## config.mk

```make
export PLATFORM = sky130hd
export DESIGN_NAME = vga_pattern_gen
export DESIGN_NICKNAME = d
export VERILOG_FILES = /design/src/rtl/vga_pattern_gen.sv
export SDC_FILE = /design/constraint.sdc
export NUM_CORES = 1
export LEC_CHECK = 0
export CORE_UTILIZATION = 45
export CTS_CLUSTER_SIZE = 40
export DETAILED_ROUTE_END_ITERATION = 16
export MAX_ROUTING_LAYER = met4
export PLACE_DENSITY = 0.68
export SYNTH_ARGS = -nofsm -noshare
export SYNTH_HDL_FRONTEND = slang
export SYNTH_SLANG_ARGS = --single-unit
```

## constraint.sdc

```tcl
create_clock -name clk -period 4.1 [get_ports clk]
set_input_delay 1.025 -clock clk [delete_from_list [all_inputs] [get_ports clk]]
set_output_delay 1.025 -clock clk [all_outputs]
set_load 0.03 [all_outputs]
```

## src/rtl/vga_pattern_gen.sv

```systemverilog
// Resolution-generic VGA timing generator with a frame-synchronous 4-mode test pattern.
// Every video output is registered once, so all of them share a single clock of latency.
module vga_pattern_gen #(
   parameter int H_ACTIVE     = 1280,
   parameter int H_FP         = 48,
   parameter int H_SYNC       = 112,
   parameter int H_BP         = 248,
   parameter int V_ACTIVE     = 1024,
   parameter int V_FP         = 1,
   parameter int V_SYNC       = 3,
   parameter int V_BP         = 38,
   parameter bit HS_POL       = 1'b1,
   parameter bit VS_POL       = 1'b1,
   parameter int STRIPE_SHIFT = 4,
   parameter int CNT_W        = 11
) (
   input  logic             clk,
   input  logic             clr,
   input  logic [1:0]       mode,
   output logic             hsync,
   output logic             vsync,
   output logic             vidon,
   output logic [CNT_W-1:0] hc,
   output logic [CNT_W-1:0] vc,
   output logic [2:0]       red,
   output logic [2:0]       green,
   output logic [1:0]       blue,
   output logic             frame_start
);

   localparam int H_TOTAL = H_ACTIVE + H_FP + H_SYNC + H_BP;
   localparam int V_TOTAL = V_ACTIVE + V_FP + V_SYNC + V_BP;
   localparam int BAR_W   = H_ACTIVE / 8;

   localparam logic [CNT_W-1:0] H_LAST   = CNT_W'(H_TOTAL - 1);
   localparam logic [CNT_W-1:0] V_LAST   = CNT_W'(V_TOTAL - 1);
   localparam logic [CNT_W-1:0] H_ACT    = CNT_W'(H_ACTIVE);
   localparam logic [CNT_W-1:0] V_ACT    = CNT_W'(V_ACTIVE);
   localparam logic [CNT_W-1:0] HS_START = CNT_W'(H_ACTIVE + H_FP);
   localparam logic [CNT_W-1:0] HS_END   = CNT_W'(H_ACTIVE + H_FP + H_SYNC);
   localparam logic [CNT_W-1:0] VS_START = CNT_W'(V_ACTIVE + V_FP);
   localparam logic [CNT_W-1:0] VS_END   = CNT_W'(V_ACTIVE + V_FP + V_SYNC);
   localparam logic [CNT_W-1:0] BAR_LAST = CNT_W'(BAR_W - 1);

   typedef enum logic [1:0] {
      PAT_HSTRIPES = 2'd0,
      PAT_VSTRIPES = 2'd1,
      PAT_CHECKER  = 2'd2,
      PAT_BARS     = 2'd3
   } pattern_e;

   logic [CNT_W-1:0] x, y;
   logic [CNT_W-1:0] sub;
   logic [2:0]       bar;
   pattern_e         active_mode;

   logic       x_last, y_last;
   logic       act, hs_a, vs_a;
   logic [2:0] bar_idx;
   logic [7:0] pix;

   assign x_last = (x == H_LAST);
   assign y_last = (y == V_LAST);

   // NOTE: sequential state uses non-blocking assignments so every register samples pre-edge values.
   always_ff @(posedge clk) begin
      if (clr) begin
         x <= '0;
         y <= '0;
      end else if (x_last) begin
         x <= '0;
         y <= y_last ? '0 : y + 1'b1;
      end else begin
         x <= x + 1'b1;
      end
   end

   // Bar position is tracked incrementally so no divider is needed; bar saturates at 7 in blanking.
   always_ff @(posedge clk) begin
      if (clr || x_last) begin
         sub <= '0;
         bar <= '0;
      end else if (sub == BAR_LAST) begin
         sub <= '0;
         if (bar != 3'd7) bar <= bar + 3'd1;
      end else begin
         sub <= sub + 1'b1;
      end
   end

   // Sampling only on the last pixel of the frame keeps a frame single-mode.
   always_ff @(posedge clk) begin
      if (clr)                  active_mode <= PAT_HSTRIPES;
      else if (x_last && y_last) active_mode <= pattern_e'(mode);
   end

   assign act  = (x < H_ACT) && (y < V_ACT);
   assign hs_a = (x >= HS_START) && (x < HS_END);
   assign vs_a = (y >= VS_START) && (y < VS_END);

   // NOTE: pix gets a default before the case so no path leaves it unassigned (no latch).
   always_comb begin
      pix     = 8'h00;
      bar_idx = 3'd7 - bar;
      if (act) begin
         case (active_mode)
            PAT_HSTRIPES: pix = y[STRIPE_SHIFT] ? 8'hFF : 8'h00;
            PAT_VSTRIPES: pix = x[STRIPE_SHIFT] ? 8'hFF : 8'h00;
            PAT_CHECKER:  pix = (x[STRIPE_SHIFT] ^ y[STRIPE_SHIFT]) ? 8'hFF : 8'h00;
            PAT_BARS:     pix = {{3{bar_idx[2]}}, {3{bar_idx[1]}}, {2{bar_idx[0]}}};
            default:      pix = 8'h00;
         endcase
      end
   end

   always_ff @(posedge clk) begin
      if (clr) begin
         hsync              <= ~HS_POL;
         vsync              <= ~VS_POL;
         vidon              <= 1'b0;
         hc                 <= '0;
         vc                 <= '0;
         {red, green, blue} <= 8'h00;
         frame_start        <= 1'b0;
      end else begin
         hsync              <= hs_a ? HS_POL : ~HS_POL;
         vsync              <= vs_a ? VS_POL : ~VS_POL;
         vidon              <= act;
         hc                 <= x;
         vc                 <= y;
         {red, green, blue} <= pix;
         frame_start        <= (x == '0) && (y == '0);
      end
   end

endmodule
```

==> impl_metrics.json <==
{
  "path_clk_slew_ns": 0.07,
  "area.growth.synth_to_final_pct": 20.3,
  "status": "finished, final reports clean",
  "layout.nets": 334,
  "post-place-cells": 383,
  "rows": 27,
  "clk-insertion-delay-late_ns": 0.34,
  "place.gp.congestion": 0.799,
  "io_pins": 38,
  "critPathMaxFanout": 3,
  "synthMostInstantiatedCell": "dfxtp_1",
  "cts_made_buffers": 9,
  "track_usage": 0.187,
  "cts_buffer_depth": 2,
  "net-switching-power_uw": 263,
  "core_area_um2": 5640,
  "antenna_left": 0,
  "netlist-cell-type-count": 35,
  "maxCapViolCount": 0,
  "overflow": 0,
  "slowest_stage": "clkdlybuf4s50_1",
  "viasPerCell": 5.12,
  "drc": 0,
  "cts.htree.levels": 3,
  "first_pass_iters": 4,
  "final-setup-viol-count": 0,
  "fin_skew_ns": 0.00769,
  "slew_viol_final": 0,
  "leakage_nw": 1.18,
  "clkSinkCount": 67,
  "fmax_ghz": 0.418,
  "switching_share": 0.221,
  "diodes": 0,
  "finalWirelength_um": 5100,
  "crit_arrival_ns": 1.37,
  "synth-seq-cells": 67,
  "end_kind": "output port",
  "layout_min_cycle_time_ns": 2.39,
  "syn_avg_cell_area_um2": 9.22,
  "rsz0062_at_grt": "no",
  "async_reset_ff_frac": 0,
  "antenna_found_initial": 0,
  "initial_core_util": 0.477,
  "min_path_type": "reg -> reg",
  "yosysTopAreaCell": "dfxtp_1",
  "p_clk_frac": 0.403,
  "synth-xor-area-share": 0.0716,
  "max-vdd-ir-drop_mv": 0.299,
  "p_int_uw": 927,
  "cts_root_buffer": "clkbuf_8",
  "cp_top_family": "buffers and inverters",
  "cts_tree": "done",
  "fin_tns_setup_ns": 0,
  "worst_path_largest_cell_delay_ns": 0.68,
  "worst_pin_slew_ns": 0.555,
  "fp.dieH_um": 79.3,
  "hold_slack_ns": 0.462,
  "cts_setup_buffers": 0,
  "dieArea_um2": 6290,
  "syn_inst": 292,
  "postCtsHoldBufs": 0,
  "stdcell_count": 399,
  "synth_area_leaders": "dfxtp_1 (50%), nor2_1 (5.2%), nor2b_1 (4.9%)",
  "synthAdderAreaFrac": 0.0372,
  "combPwrFrac": 0.036,
  "critPathLaunchType": "register",
  "io_buffers": 37,
  "grt_pass1_wl_um": 8650,
  "synthSimpleGateAreaFrac": 0.268,
  "grt_pass1_vias": 1805,
  "finalCritPeriodShare": 0.583,
  "final_util": 0.574,
  "synth_nets": 304,
  "path_buf_inv": 1,
  "synth-edff-count": 0,
  "finalHoldViolCount": 0,
  "p_per_area_nw_per_um2": 367,
  "synthTopCellsByCount": "dfxtp_1 (67), nor2_1 (37), nor2b_1 (21)",
  "dp_hpwl_um": 3520,
  "synthFlopType": "dfxtp_1",
  "worstSetupPathType": "reg -> out",
  "seqPwrFrac": 0.560,
  "routed-via-count": 2041,
  "cts_resized": 0,
  "grt_max_degree": 22,
  "wl_per_cell_um": 12.8,
  "synth_top_family_by_area": "simple AND/OR/NAND/NOR gates",
  "yosysSeqAreaShare": 0.498,
  "cp_cell_sequence": "clkdlybuf4s50_1",
  "maxSlewHeadroom": 0.629,
  "drt_iter0_drc": 105,
  "die_w_um": 79.3,
  "syn_area_um2": 2690,
  "yosysWarnings": 0,
  "drive_above_1_share": 0.0703,
  "crit_required_ns": 3.07,
  "synth_compound_area_frac": 0.0669,
  "synthMuxAreaShare": 0.00744,
  "synth_top_cell_area_share": 0.498
}
## kinds of logic after synthesis
family	after synthesis
and+or+nand+nor	132
buffers and inverters	29
muxes	2
adders and majority gates	8
DFF	67
xor gates and xnor gates	22
AOI/OAI and AO/OA	32
## power by group through the flow
stage                     Combinational (mW)  Sequential (mW)  Clock [mW]
after floorplan                       0.0221            0.684           0
after global placement                0.0429            0.681           0
after detailed placement              0.0430            0.681           0
after CTS                             0.0436            0.666       0.497
after global routing                  0.0477            0.667       0.525
final                                 0.0431            0.666       0.480
## path summary, 6_finish.rpt
check / to / depth (start not counted) / start / slack (ns)
min: sub[0] / 1 / sub[0] / 0.46
max reg2reg: y[7] / 4 / x[8] / 1.88
min reg2reg: sub[0] / 1 / sub[0] / 0.46
max: green[1] / 1 / green[1] / 1.71
## cell type report
| class | instances | area (µm²) |
|---|---|---|
| Fill cell | 497 | 2400 |
| Sequential cell | 67 | 1340 |
| Multi-Input combinational cell | 196 | 1210 |
| Timing Repair Buffer | 39 | 385 |
| Clock buffer | 14 | 163 |
| Tap cell | 72 | 90.1 |
| Inverter | 9 | 33.8 |
| Clock inverter | 2 | 10.0 |
## layout by cell type (no fill, tap or decap)
| cell type | count |
|---|---|
| a21oi_2 | 2 |
| or2_2 | 1 |
| nor2b_1 | 21 |
| clkdlybuf4s50_1 | 37 |
| clkinv_2 | 2 |
| buf_4 | 2 |
| nand2b_1 | 1 |
| mux2i_1 | 2 |
| nand3_1 | 12 |
| dfxtp_1 | 67 |
| and2_1 | 1 |
| o31ai_1 | 4 |
| or3_4 | 1 |
| a211oi_1 | 1 |
| nor2_1 | 37 |
| o21ai_0 | 11 |
| or3_1 | 4 |
| clkbuf_1 | 3 |
| nand2_1 | 15 |
| nor3b_1 | 1 |
| nor4b_1 | 2 |
| ha_1 | 8 |
| xor2_1 | 13 |
| or4_1 | 4 |
| nand4_1 | 11 |
| xnor2_1 | 9 |
| nor4bb_1 | 1 |
| and4_1 | 3 |
| clkbuf_8 | 11 |
| and3_1 | 5 |
| inv_1 | 9 |
| or4_4 | 3 |
| nor3_1 | 5 |
| a21oi_1 | 14 |
| or4b_2 | 1 |
| nor4_1 | 3 |
## registers in the layout, indices dropped and copies added, names as in the netlist
register / cells
hc: 11
sub: 11
vc: 11
x: 11
y: 11
bar: 3
active_mode: 2
blue: 1
frame_start: 1
green: 1
hsync: 1
red: 1
vidon: 1
vsync: 1
## metrics by stage
| step | setup slack [ns] | power, mW | instance area [µm²] |
|---|---|---|---|
| after CTS | 1.67 | 1.21 | 3240 |
| after global placement | 1.50 | 0.724 | 3060 |
| final | 1.71 | 1.19 | 3240 |
| after floorplan | 1.98 | 0.706 | 2690 |
| after global routing | 1.64 | 1.24 | 3240 |
| after detailed placement | 1.45 | 0.724 | 3060 |
## metal layers
metal | vias to the layer above | global-route usage | share of wire
met1 | 943 | 0.232 | 0.48
met5 | - | - | 0
met3 | 8 | 0.0552 | 0.036
li1 | 1053 | - | -
met2 | 37 | 0.274 | 0.47
met4 | 0 | 0.0945 | 0.015
(Power assumes the default switching activity.)
